[src/rtl/br_lite_ni_pkg.sv]
// Shared types for the BrLite PE network interface: flit layout, service codes and FSM states.
package br_lite_ni_pkg;

  localparam int unsigned BR_ID_W      = 5;
  localparam int unsigned BR_XY_W      = 16;
  localparam int unsigned BR_PAYLOAD_W = 16;

  typedef enum logic {
    BR_SVC_ALL = 1'b0,
    BR_SVC_TGT = 1'b1
  } br_svc_t;

  typedef struct packed {
    logic [BR_XY_W-1:0]      source;
    logic [BR_XY_W-1:0]      target;
    logic [BR_PAYLOAD_W-1:0] payload;
    br_svc_t                 svc;
    logic [BR_ID_W-1:0]      id;
  } br_data_t;

  typedef enum logic [1:0] {
    TxIdle,
    TxReq,
    TxDrain
  } tx_state_t;

  typedef enum logic {
    RxWait,
    RxAck
  } rx_state_t;

endpackage

[src/rtl/br_lite_fifo.sv]
// Synchronous first-word-fall-through FIFO; a push while full is dropped even if a pop
// happens in the same cycle.
module br_lite_fifo #(
  parameter type         T     = logic,
  parameter int unsigned DEPTH = 4
) (
  input  logic                     clk,
  input  logic                     rst_n,
  input  logic                     push,
  input  T                         wdata,
  input  logic                     pop,
  output T                         rdata,
  output logic                     full,
  output logic                     empty,
  output logic [$clog2(DEPTH):0]   count
);

  localparam int unsigned AW = $clog2(DEPTH);

  T              mem_q [DEPTH];
  logic [AW-1:0] wr_ptr_q, rd_ptr_q;
  logic [AW:0]   count_q;
  logic          do_push, do_pop;

  assign full    = (count_q == (AW + 1)'(DEPTH));
  assign empty   = (count_q == '0);
  assign count   = count_q;
  assign do_push = push & ~full;
  assign do_pop  = pop & ~empty;
  assign rdata   = mem_q[rd_ptr_q];

  always_ff @(posedge clk or negedge rst_n) begin
    if (!rst_n) begin
      wr_ptr_q <= '0;
      rd_ptr_q <= '0;
      count_q  <= '0;
    end else begin
      if (do_push) wr_ptr_q <= wr_ptr_q + AW'(1);
      if (do_pop)  rd_ptr_q <= rd_ptr_q + AW'(1);
      case ({do_push, do_pop})
        2'b10:   count_q <= count_q + (AW + 1)'(1);
        2'b01:   count_q <= count_q - (AW + 1)'(1);
        default: count_q <= count_q;
      endcase
    end
  end

  always_ff @(posedge clk) begin
    if (do_push) mem_q[wr_ptr_q] <= wdata;
  end

endmodule

[src/rtl/br_lite_ni.sv]
// PE-side BrLite network interface: TX FIFO + req/ack injector, RX 4-phase acceptor + FIFO.
module br_lite_ni
  import br_lite_ni_pkg::*;
#(
  parameter int unsigned TX_DEPTH = 4,
  parameter int unsigned RX_DEPTH = 4
) (
  input  logic                      clk,
  input  logic                      rst_n,
  input  logic [BR_XY_W-1:0]        local_xy_i,
  input  logic                      tx_valid_i,
  output logic                      tx_ready_o,
  input  logic [BR_XY_W-1:0]        tx_target_i,
  input  logic [BR_PAYLOAD_W-1:0]   tx_payload_i,
  input  br_svc_t                   tx_svc_i,
  output logic                      rx_valid_o,
  input  logic                      rx_ready_i,
  output br_data_t                  rx_flit_o,
  output br_data_t                  noc_flit_o,
  output logic                      noc_req_o,
  input  logic                      noc_ack_i,
  input  logic                      noc_busy_i,
  input  br_data_t                  noc_flit_i,
  input  logic                      noc_req_i,
  output logic                      noc_ack_o,
  output logic [$clog2(TX_DEPTH):0] tx_pending_o
);

  tx_state_t                tx_state_q;
  rx_state_t                rx_state_q;
  logic [BR_ID_W-1:0]       id_cnt_q;
  br_data_t                 tx_wdata, tx_head, rx_head;
  logic                     tx_push, tx_pop, tx_full, tx_empty;
  logic                     rx_push, rx_pop, rx_full, rx_empty;
  logic [$clog2(RX_DEPTH):0] rx_count;
  logic                     unused_rx_count;

  assign unused_rx_count = ^rx_count;

  // TX side
  assign tx_ready_o = ~tx_full;
  assign tx_push    = tx_valid_i & ~tx_full;
  assign tx_pop     = (tx_state_q == TxReq) & noc_ack_i;
  assign tx_wdata   = '{source:  local_xy_i,
                        target:  tx_target_i,
                        payload: tx_payload_i,
                        svc:     tx_svc_i,
                        id:      id_cnt_q};
  // Head is only driven while requesting so the link idles at zero.
  assign noc_flit_o = noc_req_o ? tx_head : '0;

  br_lite_fifo #(
    .T     (br_data_t),
    .DEPTH (TX_DEPTH)
  ) u_tx_fifo (
    .clk   (clk),
    .rst_n (rst_n),
    .push  (tx_push),
    .wdata (tx_wdata),
    .pop   (tx_pop),
    .rdata (tx_head),
    .full  (tx_full),
    .empty (tx_empty),
    .count (tx_pending_o)
  );

  always_ff @(posedge clk or negedge rst_n) begin
    if (!rst_n) begin
      id_cnt_q <= '0;
    end else if (tx_push) begin
      id_cnt_q <= id_cnt_q + BR_ID_W'(1);
    end
  end

  always_ff @(posedge clk or negedge rst_n) begin
    if (!rst_n) begin
      tx_state_q <= TxIdle;
      noc_req_o  <= 1'b0;
    end else begin
      unique case (tx_state_q)
        TxIdle: begin
          // busy only blocks starting a new injection, never an ongoing one
          if (!tx_empty && !noc_busy_i) begin
            tx_state_q <= TxReq;
            noc_req_o  <= 1'b1;
          end
        end
        TxReq: begin
          if (noc_ack_i) begin
            tx_state_q <= TxDrain;
            noc_req_o  <= 1'b0;
          end
        end
        TxDrain: begin
          if (!noc_ack_i) tx_state_q <= TxIdle;
        end
        default: begin
          tx_state_q <= TxIdle;
          noc_req_o  <= 1'b0;
        end
      endcase
    end
  end

  // RX side
  assign rx_push    = (rx_state_q == RxWait) & noc_req_i & ~rx_full;
  assign rx_valid_o = ~rx_empty;
  assign rx_pop     = rx_valid_o & rx_ready_i;
  assign rx_flit_o  = rx_valid_o ? rx_head : '0;

  br_lite_fifo #(
    .T     (br_data_t),
    .DEPTH (RX_DEPTH)
  ) u_rx_fifo (
    .clk   (clk),
    .rst_n (rst_n),
    .push  (rx_push),
    .wdata (noc_flit_i),
    .pop   (rx_pop),
    .rdata (rx_head),
    .full  (rx_full),
    .empty (rx_empty),
    .count (rx_count)
  );

  always_ff @(posedge clk or negedge rst_n) begin
    if (!rst_n) begin
      rx_state_q <= RxWait;
      noc_ack_o  <= 1'b0;
    end else begin
      unique case (rx_state_q)
        RxWait: begin
          if (rx_push) begin
            rx_state_q <= RxAck;
            noc_ack_o  <= 1'b1;
          end
        end
        RxAck: begin
          if (!noc_req_i) begin
            rx_state_q <= RxWait;
            noc_ack_o  <= 1'b0;
          end
        end
        default: begin
          rx_state_q <= RxWait;
          noc_ack_o  <= 1'b0;
        end
      endcase
    end
  end

endmodule
[config.mk]
export PLATFORM = sky130hd
export DESIGN_NAME = br_lite_ni
export DESIGN_NICKNAME = d
export VERILOG_FILES = /design/src/rtl/br_lite_ni_pkg.sv /design/src/rtl/br_lite_fifo.sv /design/src/rtl/br_lite_ni.sv
export SDC_FILE = /design/constraint.sdc
export NUM_CORES = 1
export LEC_CHECK = 0
export ABC_CLOCK_PERIOD_IN_PS = 2800
export BUFFER_PORTS_ARGS = -buffer_cell sky130_fd_sc_hd__buf_2
export CORE_ASPECT_RATIO = 0.75
export CORE_MARGIN = 3
export CORE_UTILIZATION = 52
export DETAILED_ROUTE_END_ITERATION = 10
export GPL_TIMING_DRIVEN = 0
export PLACE_DENSITY_LB_ADDON = 0.12
export SLEW_MARGIN = 20
export SYNTH_ARGS = -nofsm -noshare
export SYNTH_HDL_FRONTEND = slang
export SYNTH_SLANG_ARGS = --single-unit
export TNS_END_PERCENT = 10
[constraint.sdc]
create_clock -name clk -period 2.8 [get_ports clk]
set_clock_uncertainty 0.15 [all_clocks]
set_input_delay 0.28 -clock clk [delete_from_list [all_inputs] [get_ports clk]]
set_output_delay 0.28 -clock clk [all_outputs]
set_load 0.005 [all_outputs]
# [After elaboration in Yosys (flattened, before gate mapping)]
# Memories as Yosys holds them, arrays and structs flattened.
# Cells that the tools add are included.
[classes] n_reduce_logical=11 mux=21 bitwise=15 addsub=9 eq_ne=13
[op_table] cell="54-bit 2-to-1 mux" n=2
[op_table] cell="3-bit case mux with 2 select lines" n=2
[op_table] cell="1-bit 2-to-1 mux" n=10
[op_table] cell="1-bit AND" n=9
[op_table] cell="2-bit by 1-bit adder with 2-bit output (second input constant)" n=4
[op_table] cell="2-bit inequality test (second input constant)" n=4
[op_table] cell="3-bit by 1-bit adder with 3-bit output (second input constant)" n=2
[op_table] cell="2-bit by 1-bit == test with 1-bit output (second input constant)" n=3
[op_table] cell="2-bit == test (second input constant)" n=3
[op_table] cell="3-bit == test (second input constant)" n=2
[op_table] cell="3-bit zero test" n=2
[op_table] cell="2-bit 2-to-1 mux" n=3
[op_table] cell="1-bit inverter" n=6
[op_table] cell="2-bit case mux with 3 select lines" n=1
[op_table] cell="3-bit AND reduction" n=2
[op_table] cell="3-bit by 1-bit subtractor with 3-bit output (second input constant)" n=2
[op_table] cell="5-bit by 1-bit adder with 5-bit output (second input constant)" n=1
[op_table] cell="1-bit case mux with 2 select lines" n=2
[op_table] cell="2-bit nonzero test" n=2
[op_table] cell="1-bit case mux with 3 select lines" n=1
[op_table] cell="1-bit zero test" n=2
[op_table] cell="2-bit zero test" n=1
[op_table] cell="2-bit by 1-bit inequality test with 1-bit output (second input constant)" n=1
[op_table] cell="2-bit AND reduction" n=1
[op_table] cell="1-bit logical AND" n=1
[word_totals] out_inout_bits=115 mem_bits_rw=432 ff_bits=24 wordCells=82 in_bits=110 memories=2
[memory_table] name="u_rx_fifo.mem_q" depth=4 width=54 rd=1 rd_clocked_by_memory_dff=0 wr=1 line="br_lite_fifo.sv:20" rtl="T mem_q [DEPTH];"
[memory_table] name="u_tx_fifo.mem_q" depth=4 width=54 rd=1 rd_clocked_by_memory_dff=0 wr=1 line="br_lite_fifo.sv:20"

# [Depth between registers and ports, before layout]
# Gate-level depths: netlist of run 1.
[depth] word_depth=6 mapped_depth=10 mapped_depth_nobuf=10

# [Cells and area by module]
# A second synthesis of run 1 with hierarchy kept.
[hier_totals] hier_cells=797 hier_area_um2=17628.2
[by_module_without_submodules] module="br_lite_fifo" n_inst=2 cells_each=319 area_each_um2=8217.9 seq_area_each_um2=6661.4
[by_module_without_submodules] module="br_lite_ni" n_inst=1 cells_each=159 area_each_um2=1192.4 seq_area_each_um2=250.2

# [Least setup slack after synthesis of run 1]
# Ideal clock, no wire load.
[synth_path] kind="reg-to-reg" from="register u_rx_fifo.count_q[2], in the netlist u_rx_fifo.count[2]" to="memory u_rx_fifo.mem_q[2][0] in the netlist's numbering (enable)" stages_incl_launch_ff=4 setup_slack_ns=0.001 arrival_time_ns=2.232 required_ns=2.233 period_less_slack_ns=2.799 path_buffers=0 setup_time_ns=0.417 cell_sequence="dfrtp_1 -> or3b_1 -> nor3b_2 -> and2_1"
[synth_between] elab_chain_len=6
[synth_rtl] element="start: declaration" line="br_lite_fifo.sv:22" rtl="logic [AW:0] count_q;"
[synth_rtl] element="start signal: assignment" line="br_lite_fifo.sv:41" rtl="2'b10: count_q <= count_q + (AW + 1)'(1);"
[synth_rtl] element="start signal: assignment" line="br_lite_fifo.sv:42" rtl="2'b01: count_q <= count_q - (AW + 1)'(1);"
[synth_rtl] element="start signal: assignment" line="br_lite_fifo.sv:43" rtl="default: count_q <= count_q;"
[synth_rtl] element="3-bit == test *" line="br_lite_fifo.sv:25" rtl="assign full = (count_q == (AW + 1)'(DEPTH));"
[synth_rtl] element="1-bit inverter *" line="br_lite_fifo.sv:28, br_lite_ni.sv:106"
[synth_rtl] element="1-bit AND" line="br_lite_ni.sv:106" rtl="assign rx_push = (rx_state_q == RxWait) & noc_req_i & ~rx_full;"
[synth_rtl] element="1-bit AND *" line="br_lite_fifo.sv:28" rtl="assign do_push = push & ~full;"
[synth_rtl] element="1-bit 2-to-1 mux *" line="br_lite_fifo.sv:49" rtl="if (do_push) mem_q[wr_ptr_q] <= wdata;"
[synth_rtl] element="1-bit 2-to-1 mux (implied by the code) *" line="br_lite_fifo.sv:49"
[synth_rtl] element="end: declaration" line="br_lite_fifo.sv:20"
# Mark *: on every way between the ends. The rest lies on a longest branch, timed or not.

==> summary by stage, run 1 <==
Status
The flow ran to the end, and the final reports show no timing, DRC or antenna violations.

Yosys
The synthesized design contains 456 register bits. For this run, asynchronously set or reset flops after synthesis account for 5.263%. The mapped netlist covers 17,590 sq um. For this run, the register share of the synthesized area comes to 77.17%. The count of flip-flops with a built-in enable after synthesis is 432. The average size of a mapped cell is 22.10 sq um.

The number of nets handed over by synthesis was 919. The count of yosys warnings during synthesis is 0. The number of instances in the synthesized netlist is 796. In the synthesized netlist the dominant register cell turns out to be sky130_fd_sc_hd__edfxtp_1. Counting distinct cell types in the post-synthesis netlist gives 34.

STA
At the pin with the least slew margin, the transition time is 0.5834 ns. The max-slew violation count is 0. Setup slack closes at 0.1266 ns. The worst pin sits at a relative slew slack of 61.10%.

Setup repair after global routing left no endpoint under its margin. The sum of negative setup slack is 0 ns. The total count of hold-check failures in the final report was 0. The highest achievable clock rate is 0.3741 GHz. The setup violation total in the final timing report is 0. The share of the clock period used by the worst path after layout is 95.48%. For the finished layout, the period the worst path requires is 2.673 ns.

CTS
The clock-pin slew on the worst setup and hold paths is 0.06 ns. The sink count of the clock tree is 456. The buffer levels on the longest clock path is 3.

The clock latency of the later-clocked register in the worst-skew pair is 0.53 ns. The number of H-tree levels is 2. Clock tree synthesis inserted a total of 44 buffers.

In this run the clock root is driven by a sky130_fd_sc_hd__clkbuf_16. The CTS tree is yes.

Floorplan
The die boundary height is 165.3 um. For this configuration, the core starts out at a cell density of 53.50%. The core area is 32,880 sq um. Pin placement for this block handled 225 I/O pins.

The die footprint is 36,090 sq um. The floorplan has 57 rows. The width of the die is 218.4 um.

Setup path
The setup path with the least slack is of type flop to output pin. The launching element type of the critical path is a flop. The startpoint identified for the worst register-to-register timing path is u_tx_fifo.count[0]$_DFFE_PN0P_.

The data required time at the worst endpoint is 2.37 ns. The cell count of the worst reg-to-reg path is 10. The reg-to-reg endpoint is u_tx_fifo.count[2]$_DFFE_PN0P_. For flop-to-flop paths, the worst setup slack is 0.32 ns. STA classifies the critical path endpoint as an output pin. At the worst endpoint, the arrival time is 2.24 ns. In this run the worst path has a maximum fanout of 10.

Finish
The synthesis-to-layout area growth is 24.80%. The final design utilization is 66.76%. The share of post-route cells with drive strength above 1 is 35.69%. After filler insertion, the fill cell instance count of the layout stands at 2,231.

The number of antenna diodes in the final layout is 0. After the flow finishes, the layout carries non-filler instances totaling 1,658. The post-route cell area is 21,950 sq um. The footprint of the flip-flops and latches is 13,570 sq um. The multi-input combinational cells in the finished layout cover a total of 3759 sq um. For this run, the post-layout net count is 1,305.

Placed design
Routability-driven placement finished with a final weighted congestion of 0.7191. In this run the tool buffered the top-level ports with 224 buffer cells. At the placement stage, the worst setup path has a slack of 0.3506 ns. The detailed-placement wirelength estimate is 21,390 um. Once placement finished, the instance area stood at 19,510 sq um. Counting tap cells, the placed design contains a total of 1,470 instances.

Global route
The pin count of the biggest net entering global routing is 47. The first global-routing pass estimated 52,960 um of wire. Global routing finished with a remaining overflow of 0. The number of antenna violations at the first check in global routing is 1.

For this run, the total global-route usage over all layers was measured as 19.39%. The via count of the first global-routing pass is 9,272.

Power and ir drop
The clock network is responsible for 25.5% of the overall power. The internal power of the cells totals 15,640 uW. Per report_power, the combinational group accounts for 32.1% of the total. Per report_power, the sequential group accounts for 42.3% of the total. In this run the static leakage power is 0.007801 uW. Power spread over the standard cell area amounts to 991.7 nW/um^2.

The switching portion of total power is 28.13%. The analysis attributes to net switching a power of 6124 uW. IR analysis of the VDD net gives a maximum drop of 0.9738 mV.

Worst hold path
The destination of the worst hold path is u_tx_fifo.wr_ptr_q[0]$_DFFE_PN0P_. The startpoint identified for the worst hold timing path is tx_valid_i. The class of the worst hold path is primary input to flop.

The worst hold path passes through 3 cells.

Drt
The mean routed wirelength per cell is 20.74 um. Wires add up to 34,390 um. The number of remaining DRC errors is 0. The via-per-instance ratio is 5.294. The DRC violation total after the first TritonRoute iteration is 754. The count of nets left with antenna violations after detail routing is 0. The vias after detailed routing is 8,777. The first detailed-routing pass ran for 5 iterations.

Run
Across the run, the number of max-cap violations was 0.
[state kept, by name, indices dropped and copies added, names as in the netlist, 2 cells and up]
name	flops
u_tx_fifo.mem_q	216
u_tx_fifo.rd_ptr_q	2
u_tx_fifo.wr_ptr_q	2
u_rx_fifo.wr_ptr_q	2
u_tx_fifo.count	3
u_rx_fifo.rd_ptr_q	2
u_rx_fifo.mem_q	216
tx_state_q	2
id_cnt_q	5
u_rx_fifo.count	3
[synth_stat cells, types with 2 or more instances]
library cell / number / area (sq um)
sky130_fd_sc_hd__edfxtp_1: 432 / 12970
sky130_fd_sc_hd__mux4_2: 108 / 2432
sky130_fd_sc_hd__clkbuf_1: 12 / 45.04
sky130_fd_sc_hd__inv_1: 15 / 56.30
sky130_fd_sc_hd__mux2i_1: 2 / 20.02
sky130_fd_sc_hd__ha_1: 11 / 137.6
sky130_fd_sc_hd__xnor2_1: 6 / 52.55
sky130_fd_sc_hd__nor2_1: 7 / 26.28
sky130_fd_sc_hd__nor3_1: 2 / 10.01
sky130_fd_sc_hd__and2_1: 114 / 713.2
sky130_fd_sc_hd__xor2_1: 11 / 96.34
sky130_fd_sc_hd__nand2_1: 4 / 15.01
sky130_fd_sc_hd__fa_1: 2 / 40.04
sky130_fd_sc_hd__dfrtp_1: 24 / 600.6
sky130_fd_sc_hd__and3_1: 4 / 25.02
sky130_fd_sc_hd__buf_6: 10 / 112.6
sky130_fd_sc_hd__buf_2: 13 / 65.06
sky130_fd_sc_hd__mux2_2: 2 / 22.52
sky130_fd_sc_hd__or3_1: 2 / 12.51
[per-layer routing]
metal | GRT usage [%] | part of all wire, % | up-vias
li1 | - | - | 3979
met2 | 30.85 | 49 | 211
met1 | 28.26 | 45 | 4537
met5 | 0 | 0.020 | -
met3 | 3.860 | 4.8 | 48
met4 | 4.741 | 1.7 | 2
[cells in the final DEF (no fill, tap or decap), types with 6 or more instances in the layout]
master and count:
sky130_fd_sc_hd__xor2_1 11, sky130_fd_sc_hd__inv_1 15, sky130_fd_sc_hd__xnor2_1 6, sky130_fd_sc_hd__buf_6 10
sky130_fd_sc_hd__clkbuf_16 45, sky130_fd_sc_hd__dfrtp_1 24, sky130_fd_sc_hd__mux4_2 108, sky130_fd_sc_hd__clkinv_1 8
sky130_fd_sc_hd__clkbuf_1 27, sky130_fd_sc_hd__buf_2 237, sky130_fd_sc_hd__buf_16 8, sky130_fd_sc_hd__and2_1 110
sky130_fd_sc_hd__dlygate4sd3_1 109, sky130_fd_sc_hd__nor2_1 7, sky130_fd_sc_hd__ha_1 11, sky130_fd_sc_hd__edfxtp_1 432
[critical path, stage by stage, from the launching register on]
cell                       delay, ns
sky130_fd_sc_hd__dfrtp_1        0.39
sky130_fd_sc_hd__or3_1          0.42
sky130_fd_sc_hd__clkbuf_2       0.26
sky130_fd_sc_hd__clkbuf_1       0.28
sky130_fd_sc_hd__and2_1         0.23
sky130_fd_sc_hd__buf_2          0.13
[what timing repair did]
item	4_1_cts	5_1_grt
endpoints found under the setup margin	18	5
buffers inserted	0	0
hold buffers	109	0
endpoints found under the hold margin	444	0
cloned	0	0
resized for setup	1	0
[per-stage QoR]
step | total power (uW) | hold slack (ns)
final | 21770 | 0.06314
after global routing | 23010 | 0.05706
after global placement | 16180 | 0.1701
after detailed placement | 16370 | 0.1731
after CTS | 22090 | 0.02586
after floorplan | 13630 | -0.1656
[worst max path at each step]
stage	from	endpoint	slack, ns	cells past startpoint
CTS	u_rx_fifo.count[2]$_DFFE_PN0P_	rx_flit_o[43]	0.04	5
global route	u_rx_fifo.count[2]$_DFFE_PN0P_	rx_flit_o[43]	0.008	5
finish	u_rx_fifo.count[2]$_DFFE_PN0P_	rx_flit_o[43]	0.13	5
global placement	u_rx_fifo.count[2]$_DFFE_PN0P_	u_rx_fifo.mem_q[2][7]$_DFFE_PP_	-1.20	3
floorplan	u_rx_fifo.count[2]$_DFFE_PN0P_	u_rx_fifo.mem_q[2][0]$_DFFE_PP_	0.0007	3
detailed placement	u_tx_fifo.count[0]$_DFFE_PN0P_	u_tx_fifo.count[2]$_DFFE_PN0P_	0.35	10
[kinds of logic after synthesis]
family                     synth area share (%)
buffers and inverters                     1.629
muxes                                     14.14
AOI/OAI and AO/OA                        0.1067
DFF                                       77.17
and+or+nand+nor                           5.101
xor gates and xnor gates                 0.8465
adders and majority gates                 1.010
[power groups by stage]
stage | sequential, uW | clock (uW) | combinational, uW
after floorplan | 9260 | 0 | 4360
after global placement | 9410 | 0 | 6780
after detailed placement | 9330 | 0 | 7040
after CTS | 9190 | 5700 | 7200
after global routing | 9320 | 6020 | 7670
final | 9220 | 5560 | 6990
[layout make-up]
| type | count | share of cell area [%] |
|---|---|---|
| timing repair buffer | 341 | 11.08 |
| clock buffer | 65 | 5.609 |
| sequential | 456 | 61.84 |
| buffer | 35 | 1.037 |
| clock inverter | 15 | 0.5358 |
| multi-input combinational | 289 | 17.12 |
| tap | 442 | 2.520 |
| inverter | 15 | 0.2565 |
Note: power is estimated with default switching activity, not from simulation.
==> inputs of run 2 (changes only) <==
--- a/config.mk
+++ b/config.mk
@@ -5,12 +5,14 @@
 export SDC_FILE = /design/constraint.sdc
 export NUM_CORES = 1
 export LEC_CHECK = 0
+export ABC_AREA = 1
 export ABC_CLOCK_PERIOD_IN_PS = 2800
 export BUFFER_PORTS_ARGS = -buffer_cell sky130_fd_sc_hd__buf_2
 export CORE_ASPECT_RATIO = 0.75
 export CORE_MARGIN = 3
-export CORE_UTILIZATION = 52
+export CORE_UTILIZATION = 53
 export DETAILED_ROUTE_END_ITERATION = 10
+export GPL_ROUTABILITY_DRIVEN = 0
 export GPL_TIMING_DRIVEN = 0
 export PLACE_DENSITY_LB_ADDON = 0.12
 export SLEW_MARGIN = 20
==> run 2 against run 1 <==
- final cell count grew 69%
- hold slack gained 0.088 ns
- synthesized cell count grew 140%
==> summary by stage, run 2 <==
Status
The flow ran to the end, and the final reports show no timing, DRC or antenna violations.

Yosys
The cell taking the most area after synthesis is sky130_fd_sc_hd__edfxtp_1. The flip-flop and latch count after synthesis is 456. Sorting the synthesized cells by area gives the leading types as sky130_fd_sc_hd__edfxtp_1 66%, sky130_fd_sc_hd__nand2_1 9.3%, sky130_fd_sc_hd__inv_1 9.0%. In the synthesized netlist the async set-or-reset flop fraction comes to 5.263%. The most frequently used cell type in the post-synthesis netlist is sky130_fd_sc_hd__nand2_1. The count of yosys warnings during synthesis is 0. The commonest register cell after synthesis is sky130_fd_sc_hd__edfxtp_1. The commonest cells after synthesis are 487 x sky130_fd_sc_hd__nand2_1, 468 x sky130_fd_sc_hd__inv_1, 432 x sky130_fd_sc_hd__edfxtp_1. The register area share after synthesis is 69.38%. After synthesis, the largest area contributor takes up 66.31% of total cell area. In this run the mean area of a mapped cell was 10.43 sq um.

The synthesized netlist occupies a cell area of 19,560 sq um. The number of different library cells used by synthesis comes to 18. Counting every net in the synthesized netlist gives 1,999. Counting flops with a built-in enable in the synthesized netlist gives 432. The number of instances in the synthesized netlist is 1,876.

Setup path
The count of buffering cells on the critical path with inverters included is 3. In this run the critical register-to-register path is captured at u_rx_fifo.mem_q[2][21]$_DFFE_PP_. For the worst setup path, the data required time is 2.37 ns.

Walking the worst path, the cells encountered are inv_2 > clkbuf_1 > nand3_1 > a21oi_1 > buf_2. The slowest library cell on the worst path is sky130_fd_sc_hd__clkbuf_1. By startpoint and endpoint, the worst setup path is classified as flop to output pin. STA classifies the critical path startpoint as a flop.

The cell count of the worst reg-to-reg path is 6. The peak fanout along the critical path is 10. At the worst endpoint, the arrival time is 2.30 ns. The critical path's largest stage delay is 0.47 ns.

The origin of the critical flop-to-flop path is u_rx_fifo.count[0]$_DFFE_PN0P_. The worst-case register-to-register setup slack is 0.22 ns. The start point of the critical path is u_tx_fifo.rd_ptr_q[1]$_DFFE_PN0P_.

The family of cells with the greatest summed delay on the critical path is buffers and inverters. The endpoint class of the critical path is an output pin.

Drt
The final route contains 13,857 vias. After detailed routing, the total wire length is 46,230 um. The number of iterations in the first detailed-routing pass is 5. In the final routed layout, each cell accounts on average for 16.50 um.

After the first detailed-routing iteration, the DRC count stood at 1,075. After detailed routing, the number of vias per cell comes to 4.945. The detail route stage leaves a number of antenna-violating nets equal to 0. The number of remaining DRC errors is 0.

Global route
For this run, the total global-route usage over all layers was measured as 23.17%. Summed over all layers, the global routing overflow is 0. The pin count of the biggest net entering global routing is 25. The via count of the first global-routing pass was 13,124. The first global-routing pass estimated 71,620 um of wire. The number of antenna violations at the first check in global routing is 0.

Placed design
Detailed placement finished with a half-perimeter wire length of 29,690 um. Input and output buffers added on the ports amount to 224. Prior to clock tree synthesis, the placed netlist has a worst setup slack of 0.1923 ns.

STA
The total count of hold-check failures in the final report is 0. The setup violation total in the final timing report is 0. The max-slew violation count is 0. The highest achievable clock rate is 0.3666 GHz.

The share of the clock period used by the worst path after layout is 97.42%. Setup repair after global routing could not meet its margin everywhere. The sum of negative setup slack is 0 ns.

At the pin with the least slew margin, the transition time is 0.7584 ns. The post-layout minimum cycle time is 2.728 ns. The least setup slack across all paths after layout is 0.07227 ns. The relative slew slack is 49.32%.

Power and ir drop
The worst-case vdd ir drop is 0.6412 mV. The power per standard cell area is 979.8 nW/um^2. Overall power consumption after layout is estimated at 23,710 uW. The leakage power summed over all cells is 0.01107 uW.

CTS
CTS placed an instance of sky130_fd_sc_hd__clkbuf_16 at the clock tree root. The CTS tree is yes. The tree built by TritonCTS fans out to 456 sinks.

The number of clock buffers added by TritonCTS is 45. The later pin in the worst-skew pair is clocked with a latency of 0.54 ns. The buffer levels on the longest clock path is 3. After clock tree synthesis, the clock-pin slew on the worst setup and hold paths is 0.06 ns. The number of H-tree levels is 2.

Floorplan
The I/O pin count is 225. The region available for standard cell placement spans 36,110 sq um. The width of the die is 227.9 um.

Measured along the y axis, the die boundary spans 172.4 um. The die footprint is 39,280 sq um. The floorplan has 60 rows.

The starting density of the core is 54.18%.

Finish
Leaving out fill and tap cells, the most frequent cell in the layout is sky130_fd_sc_hd__nand2_1. The count of fill cells added during filler insertion is 2,745. The largest registers in the layout are u_rx_fifo.mem_q x216, u_tx_fifo.mem_q x216, id_cnt_q x5.

The diode insertion count for antenna repair is 0. The footprint of the flip-flops and latches is 13,570 sq um. In the final design database the tool counted 2,396 nets.

Of the cells placed in the final design, the portion with a size suffix greater than 1 is 16.05%. The library cells used most frequently in the layout, excluding fill and tap cells, are 487 x sky130_fd_sc_hd__nand2_1, 468 x sky130_fd_sc_hd__inv_1, 432 x sky130_fd_sc_hd__edfxtp_1. The area growth from synthesis to layout is 23.70%.

In the final layout, the multi-input gates occupy 3910 sq um.

Run
Across the run, the number of max-cap violations was 0.

Worst hold path
The path class of the tightest hold or removal check is primary input to async pin.
-- run 2: cell types whose count changed in the layout (fill, tap and decap cells not counted), sizes merged, moves of 38 or more --
cell,change
nand3,+226
a21oi,+109
buf,+38
nand2,+483
and2,-115
mux4,-108
inv,+458
-- run 2: repair_timing --
item / in CTS / in global routing
gates resized for setup: 0 / 6
setup buffers: 0 / 0
endpoints found under the hold margin: 449 / 0
setup endpoints to repair: 0 / 7
hold buffers: 110 / 0
-- run 2: area by class of cell --
cell class	count	area share [%]
inverter	473	7.337
multi-input combinational	867	16.16
buffer	80	1.525
tap	496	2.564
sequential	456	56.09
clock buffer	56	4.948
clock inverter	24	0.6877
timing repair buffer	350	10.69
-- run 2: how the worst max path moves through the flow --
stage	end	slack [ns]	cells after the start
final	noc_flit_o[46]	0.07	5
after global routing	noc_flit_o[46]	-0.05	5
after CTS	rx_flit_o[5]	0.04	5
after detailed placement	u_rx_fifo.mem_q[2][16]$_DFFE_PP_	0.19	7
after global placement	u_rx_fifo.mem_q[3][21]$_DFFE_PP_	-2.89	5
after floorplan	u_tx_fifo.mem_q[0][0]$_DFFE_PP_	-0.90	5
-- run 2: cells by family after synthesis --
| family | synth area share (%) |
|---|---|
| AOI/OAI and AO/OA | 3.057 |
| xor gates and xnor gates | 0.1791 |
| adders and majority gates | 0.9082 |
| buffers and inverters | 10.94 |
| DFF | 69.38 |
| and+or+nand+nor | 15.53 |
-- run 2: metal layers --
layer / global-route usage (%) / wire length [um] / up-vias / share of wire [%]
li1: - / - / 6738 / -
met1: 33.43 / 20410 / 6593 / 44
met2: 36.69 / 21790 / 455 / 47
met3: 4.183 / 3018 / 71 / 6.5
met4: 6.583 / 1008 / 0 / 2.2
met5: 0 / 0 / - / 0
-- run 2: power breakdown --
part,total (uW),switching [uW],internal (uW)
Clock,5680,2470,3210
Sequential,9250,394,8850
Combinational,8790,5720,3070
Total,23700,8580,15100
-- run 2: metrics by stage --
step	utilization [%]	instance area (sq um)	std cells	hold slack (ns)
floorplan	-	19560	1876	-0.1656
global placement	59.00	21310	2596	0.1754
detailed placement	60.18	21730	2612	0.1932
CTS	67.01	24200	2802	0.1332
global route	67.02	24200	2802	0.1728
finish	67.02	24200	2802	0.1511
